File: config.mk
export PLATFORM = sky130hd
export DESIGN_NAME = simultaneous_to_sequential_reg_ps_first
export DESIGN_NICKNAME = d
export VERILOG_FILES = /design/src/rtl/simultaneous_to_sequential_reg_ps_first_pkg.sv /design/src/rtl/simultaneous_to_sequential_word_mux.sv /design/src/rtl/simultaneous_to_sequential_reg_ps_first.sv
export SDC_FILE = /design/constraint.sdc
export NUM_CORES = 1
export LEC_CHECK = 0
export ABC_AREA = 1
export BUFFER_PORTS_ARGS = -buffer_cell sky130_fd_sc_hd__buf_4
export CAP_MARGIN = 20
export CORE_UTILIZATION = 40
export DETAILED_ROUTE_END_ITERATION = 6
export GPL_TIMING_DRIVEN = 0
export PLACE_DENSITY = 0.62
export SLEW_MARGIN = 30
export SYNTH_ARGS = -nofsm -noshare
export SYNTH_HDL_FRONTEND = slang
export SYNTH_SLANG_ARGS = --single-unit
File: constraint.sdc
create_clock -name clk -period 3.5 [get_ports clk]
set_input_delay 0 -clock clk [delete_from_list [all_inputs] [get_ports clk]]
set_output_delay 0 -clock clk [all_outputs]
set_load 0.05 [all_outputs]
File: src/rtl/simultaneous_to_sequential_reg_ps_first_pkg.sv
// Shared types and helpers for the parallel-in / word-serial-out shifter.
// Holds the FSM encoding, a constant clog2 and the DIRECTION-aware word slot mapping.
package simultaneous_to_sequential_reg_ps_first_pkg;

   typedef enum logic {
      ST_IDLE  = 1'b0,
      ST_SHIFT = 1'b1
   } state_t;

   function automatic int clog2(input int v);
      int r;
      r = 0;
      for (int i = 0; i < 31; i++) begin
         if ((1 << i) < v) r = i + 1;
      end
      return r;
   endfunction

   // Physical slot of logical word k: low-first when direction > 0, mirrored otherwise.
   function automatic int word_slot(input int k, input int n, input int direction);
      return (direction > 0) ? k : (n - 1 - k);
   endfunction

endpackage

File: src/rtl/simultaneous_to_sequential_word_mux.sv
// Combinational SHIFT_LEN:1 word selector; i_sel names the logical word, DIRECTION maps it to a slot.
// Zero latency, no flow control of its own.
module simultaneous_to_sequential_word_mux
   import simultaneous_to_sequential_reg_ps_first_pkg::*;
#(
   parameter int DIRECTION = 1,
   parameter int SHIFT_LEN = 4,
   parameter int BIT_WIDTH = 2,
   parameter int CNT_W     = 2
) (
   input  logic [BIT_WIDTH*SHIFT_LEN-1:0] i_vec,
   input  logic [CNT_W-1:0]               i_sel,
   output logic [BIT_WIDTH-1:0]           o_word
);

   always_comb begin
      o_word = '0;
      for (int k = 0; k < SHIFT_LEN; k++) begin
         if (i_sel == CNT_W'(k)) begin
            o_word = i_vec[word_slot(k, SHIFT_LEN, DIRECTION)*BIT_WIDTH +: BIT_WIDTH];
         end
      end
   end

endmodule

File: src/rtl/simultaneous_to_sequential_reg_ps_first.sv
// Parallel-in, word-serial-out shifter: word 0 bypasses the register in the load cycle (0-cycle latency),
// one word per out_valid & in_ctr_sh_en; stalls hold the word, loads are only taken in IDLE or on the last word.
module simultaneous_to_sequential_reg_ps_first
   import simultaneous_to_sequential_reg_ps_first_pkg::*;
#(
   parameter int DIRECTION = 1,
   parameter int SHIFT_LEN = 4,
   parameter int BIT_WIDTH = 2
) (
   input  logic                           clk,
   input  logic                           in_ctr_Arst_n,
   input  logic                           in_ctr_Srst,
   input  logic                           in_ctr_load,
   input  logic                           in_ctr_sh_en,
   input  logic [BIT_WIDTH*SHIFT_LEN-1:0] in,
   output logic                           out_load_ack,
   output logic [BIT_WIDTH-1:0]           out,
   output logic                           out_valid,
   output logic                           out_first,
   output logic                           out_last
);

   localparam int CNT_W = clog2(SHIFT_LEN);
   localparam int VEC_W = BIT_WIDTH * SHIFT_LEN;
   localparam logic [CNT_W-1:0] LAST_IDX = CNT_W'(SHIFT_LEN - 1);

   generate
      if (SHIFT_LEN < 2) begin : g_bad_len
         $error("SHIFT_LEN must be at least 2");
      end
   endgenerate

   state_t             r_state, w_state_nxt;
   logic [CNT_W-1:0]   r_idx, w_idx_nxt;
   logic [VEC_W-1:0]   r_vec, w_vec_nxt;

   logic               w_is_idle;
   logic               w_at_last;
   logic               w_load_ack;
   logic               w_valid;
   logic [VEC_W-1:0]   w_mux_vec;
   logic [CNT_W-1:0]   w_mux_sel;
   logic [BIT_WIDTH-1:0] w_word;

   assign w_is_idle  = (r_state == ST_IDLE);
   assign w_at_last  = (r_idx == LAST_IDX);
   assign w_load_ack = in_ctr_load & ~in_ctr_Srst &
                       (w_is_idle | (~w_is_idle & in_ctr_sh_en & w_at_last));

   // In IDLE the mux looks straight at the input bus so word 0 leaves in the load cycle.
   assign w_mux_vec = w_is_idle ? in : r_vec;
   assign w_mux_sel = w_is_idle ? '0 : r_idx;

   simultaneous_to_sequential_word_mux #(
      .DIRECTION (DIRECTION),
      .SHIFT_LEN (SHIFT_LEN),
      .BIT_WIDTH (BIT_WIDTH),
      .CNT_W     (CNT_W)
   ) u_word_mux (
      .i_vec  (w_mux_vec),
      .i_sel  (w_mux_sel),
      .o_word (w_word)
   );

   always_ff @(posedge clk or negedge in_ctr_Arst_n) begin
      if (!in_ctr_Arst_n) begin
         r_state <= ST_IDLE;
         r_idx   <= '0;
         r_vec   <= '0;
      end else begin
         r_state <= w_state_nxt;
         r_idx   <= w_idx_nxt;
         r_vec   <= w_vec_nxt;
      end
   end

   always_comb begin
      w_state_nxt = r_state;
      w_idx_nxt   = r_idx;
      w_vec_nxt   = r_vec;
      if (in_ctr_Srst) begin
         w_state_nxt = ST_IDLE;
         w_idx_nxt   = '0;
         w_vec_nxt   = '0;
      end else begin
         case (r_state)
            ST_IDLE: begin
               if (in_ctr_load) begin
                  w_state_nxt = ST_SHIFT;
                  w_vec_nxt   = in;
                  w_idx_nxt   = in_ctr_sh_en ? CNT_W'(1) : '0;
               end
            end
            ST_SHIFT: begin
               if (in_ctr_sh_en) begin
                  if (!w_at_last) begin
                     w_idx_nxt = r_idx + 1'b1;
                  end else if (in_ctr_load) begin
                     w_vec_nxt = in;
                     w_idx_nxt = '0;
                  end else begin
                     w_state_nxt = ST_IDLE;
                     w_idx_nxt   = '0;
                  end
               end
            end
            default: begin
               w_state_nxt = ST_IDLE;
               w_idx_nxt   = '0;
            end
         endcase
      end
   end

   // Outputs are forced low while async reset is held, independent of the load request.
   assign w_valid      = w_is_idle ? (in_ctr_load & ~in_ctr_Srst) : 1'b1;
   assign out_valid    = in_ctr_Arst_n & w_valid;
   assign out          = out_valid ? w_word : '0;
   assign out_first    = out_valid & (w_is_idle | (r_idx == '0));
   assign out_last     = out_valid & ~w_is_idle & w_at_last;
   assign out_load_ack = in_ctr_Arst_n & w_load_ack;

endmodule

==> metrics.csv <==
metric,value,unit
status,completed,
met1 Track Usage GR,0.2354,
CTS tree,yes,
layout cell share with drive strength beyond 1,0.4344,
via count,681,
M2 GR Usage,0.3176,
Setup TNS Final,0,ps
Syn-to-layout area delta,41.33,%
Final Slew Violations,0,
H-tree levels,1,
syn avg cell area,8.266,um^2
slowest cell on the critical path,dlygate4sd3_1,
met3 usage,0.04800,
die width,44.89,um
worst vdd ir,236.8,uV
I/O pins,19,
Die ar.,2015,um^2
drt wl/cell,10.71,um
critical path's top delay family,buffers and inverters,
CP Cell Sequence,ha_1 -> nand2_2 -> nand2_1 -> a21oi_1 -> dlygate4sd3_1,
relative slew slack,0.8352,
Final HPWL DP,1127,um
final net count,138,
Final period util,0.4587,
first-pass GRT wire length,2732,um
# resized after CTS,0,
CTS buffer count,3,
Finish-stage setup viols,0,
Core ar.,1727,um^2
Iter 0 DRT Violations,8,
"most common cell after layout, fill and taps aside",nand2_1,
Starting Density,0.4261,
gr usage total,0.1873,
Gate power share,0.317,
RePlAce Congestion,0.8090,
syn_nets,104,
largest net degree at the start of global routing,14,
via/cell ratio,4.633,
r2r setup slk,1890,ps
element type at the critical path start,flop,
DRC,0,
Setup Crit Path Kind,flop to flop,
# clock sinks,11,
Die Span Y,44.89,um
antenna-violating nets left,0,
DRT Wirelength,1575,um
row count,15,
Yosys warning count,0,
CTS max path bufs,2,
worst path bufs/invs,1,
Pwr Total,0.0003457,W
"Remaining Overflow, GRT",0,
fill count,167,
clk_skew,0.7314,ps
switching power total,0.0001169,W
Switching Share,0.3381,
pwr/cell area,332.5,nW/um^2
Worst Slack Setup Final,1895,ps
Leakage,0.4935,nW
drt pass-1 iters,3,
final hold violation count,0,
worst min-delay path category,input port to flop,
Max Freq,0.6229,GHz
# diodes,0,
Critical Path RT,3710,ps
Setup WS pre-CTS,2126,ps
max-cap violations,0,
RSZ-0062 raised after global routing,false,
sequential power share,0.431,
global route hottest layer,met2,
clock power share,0.252,
root buffer cell,clkbuf_4,
"Seq/Total Area, Yosys",0.3741,
Syn Std Cell Area,735.7,um^2
count of cell types in the netlist,20,
fin cells,147,
PortBufs,18,
Slew @ Worst Pin,247.2,ps
WP data arrival,1820,ps
WHS,22.38,ps
post-synthesis instance total,89,
P_int,0.0002289,W
clk_lat worst skew,270,ps
"Clk pin slew, worst setup/hold paths",70,ps
final worst path period need,1605,ps
Seq cells post-synth,11,
Placed Cells,132,
max incr delay on CP,550,ps
initial antenna violation count,0,
crit path capture type,flop,
vias in the first global route,671,
worst-path maximum fanout,8,
most frequent cells in the layout,"nand2_1, buf_4, dlygate4sd3_1, dfrtp_1, o21ai_2",
## worst paths after layout
kind / startpoint / endpoint / cells after the start
hold reg to reg: r_vec[3] / r_vec[3] / 2
hold / removal: in_ctr_sh_en / r_idx[1] / 3
setup reg to reg: r_idx[0] / r_state / 5
setup / recovery: r_idx[0] / r_state / 5
min in group asynchronous: in_ctr_Arst_n / r_state / 2
max in group asynchronous: in_ctr_Arst_n / r_idx[0] / 2
## layer usage
metal  part of all wire  routed length, um  vias to the layer above
li1                   -                  -                      356
met1               0.47                733                      306
met2               0.48                761                       17
met3              0.043                 67                        2
met4             0.0076                 12                        0
met5                  0                  0                        -
## tightest hold or removal path, delay by kind of cell
family          cells  cell delay, ps
buf+inv             1             120
simple gates        1              80
compound gates      1              60
## sequential cells by signal (all words and copies together), names as in the netlist
name / cells
r_vec: 8
r_idx: 2
r_state: 1
## stage by stage
step,util,area [um^2]
6_report,0.6022,1040
5_1_grt,0.6022,1040
4_1_cts,0.6022,1040
3_5_place_dp,0.5225,902.1
3_3_place_gp,0.5225,902.1
2_1_floorplan,-,735.7
## power by group through the flow
| stage | sequential (W) | combinational, W | clock [W] |
|---|---|---|---|
| detailed placement | 0.000151 | 0.000101 | 0 |
| floorplan | 0.000149 | 0.0000697 | 0 |
| global placement | 0.000151 | 0.0000987 | 0 |
| CTS | 0.000149 | 0.000111 | 0.0000913 |
| finish | 0.000149 | 0.000110 | 0.0000872 |
| global route | 0.000151 | 0.000122 | 0.0000965 |
## final cells by class
class / instances / area [um^2] / share of cell area
Multi-Input combinational cell: 69 / 404.1 / 0.3887
Buffer: 3 / 33.78 / 0.03249
Inverter: 6 / 22.52 / 0.02166
Sequential cell: 11 / 275.3 / 0.2647
Timing Repair Buffer: 29 / 245.2 / 0.2359
Tap cell: 25 / 31.28 / 0.03008
Clock buffer: 3 / 22.52 / 0.02166
Clock inverter: 1 / 5.005 / 0.004813
## cells in the mapped netlist
cell | n | area [um^2]
nand2_2 | 7 | 43.79
nand3_1 | 6 | 30.03
nand3_2 | 1 | 10.01
o21ai_1 | 2 | 10.01
o21ai_2 | 8 | 70.07
buf_6 | 3 | 33.78
nand2_1 | 28 | 105.1
inv_2 | 5 | 18.77
dfrtp_1 | 11 | 275.3
o21a_1 | 1 | 7.510
nand4_1 | 1 | 6.260
or2_2 | 2 | 12.51
o21ai_0 | 1 | 5.000
a21oi_2 | 2 | 17.52
inv_1 | 1 | 3.750
nand2_4 | 2 | 22.52
ha_1 | 2 | 25.02
nor2_1 | 3 | 11.26
nand3_4 | 1 | 17.52
a21oi_1 | 2 | 10.01
## cells by family (layout without fill, tap and decap cells)
logic type,after synthesis,in the layout,share of synthesized area
AO/OA/AOI/OAI,16,16,0.1633
AND/OR/NAND/NOR,51,51,0.3520
buffers and inverters,9,42,0.07653
flip-flops,11,11,0.3741
adder cells (fa/ha/maj),2,2,0.03401
## timing repair
action,4_1_cts,5_1_grt
hold buffers,11,0
endpoints found under the setup margin,0,0
hold endpoints to repair,20,0
buffers inserted,0,0
No activity file was read; power rests on OpenSTA's default activity.
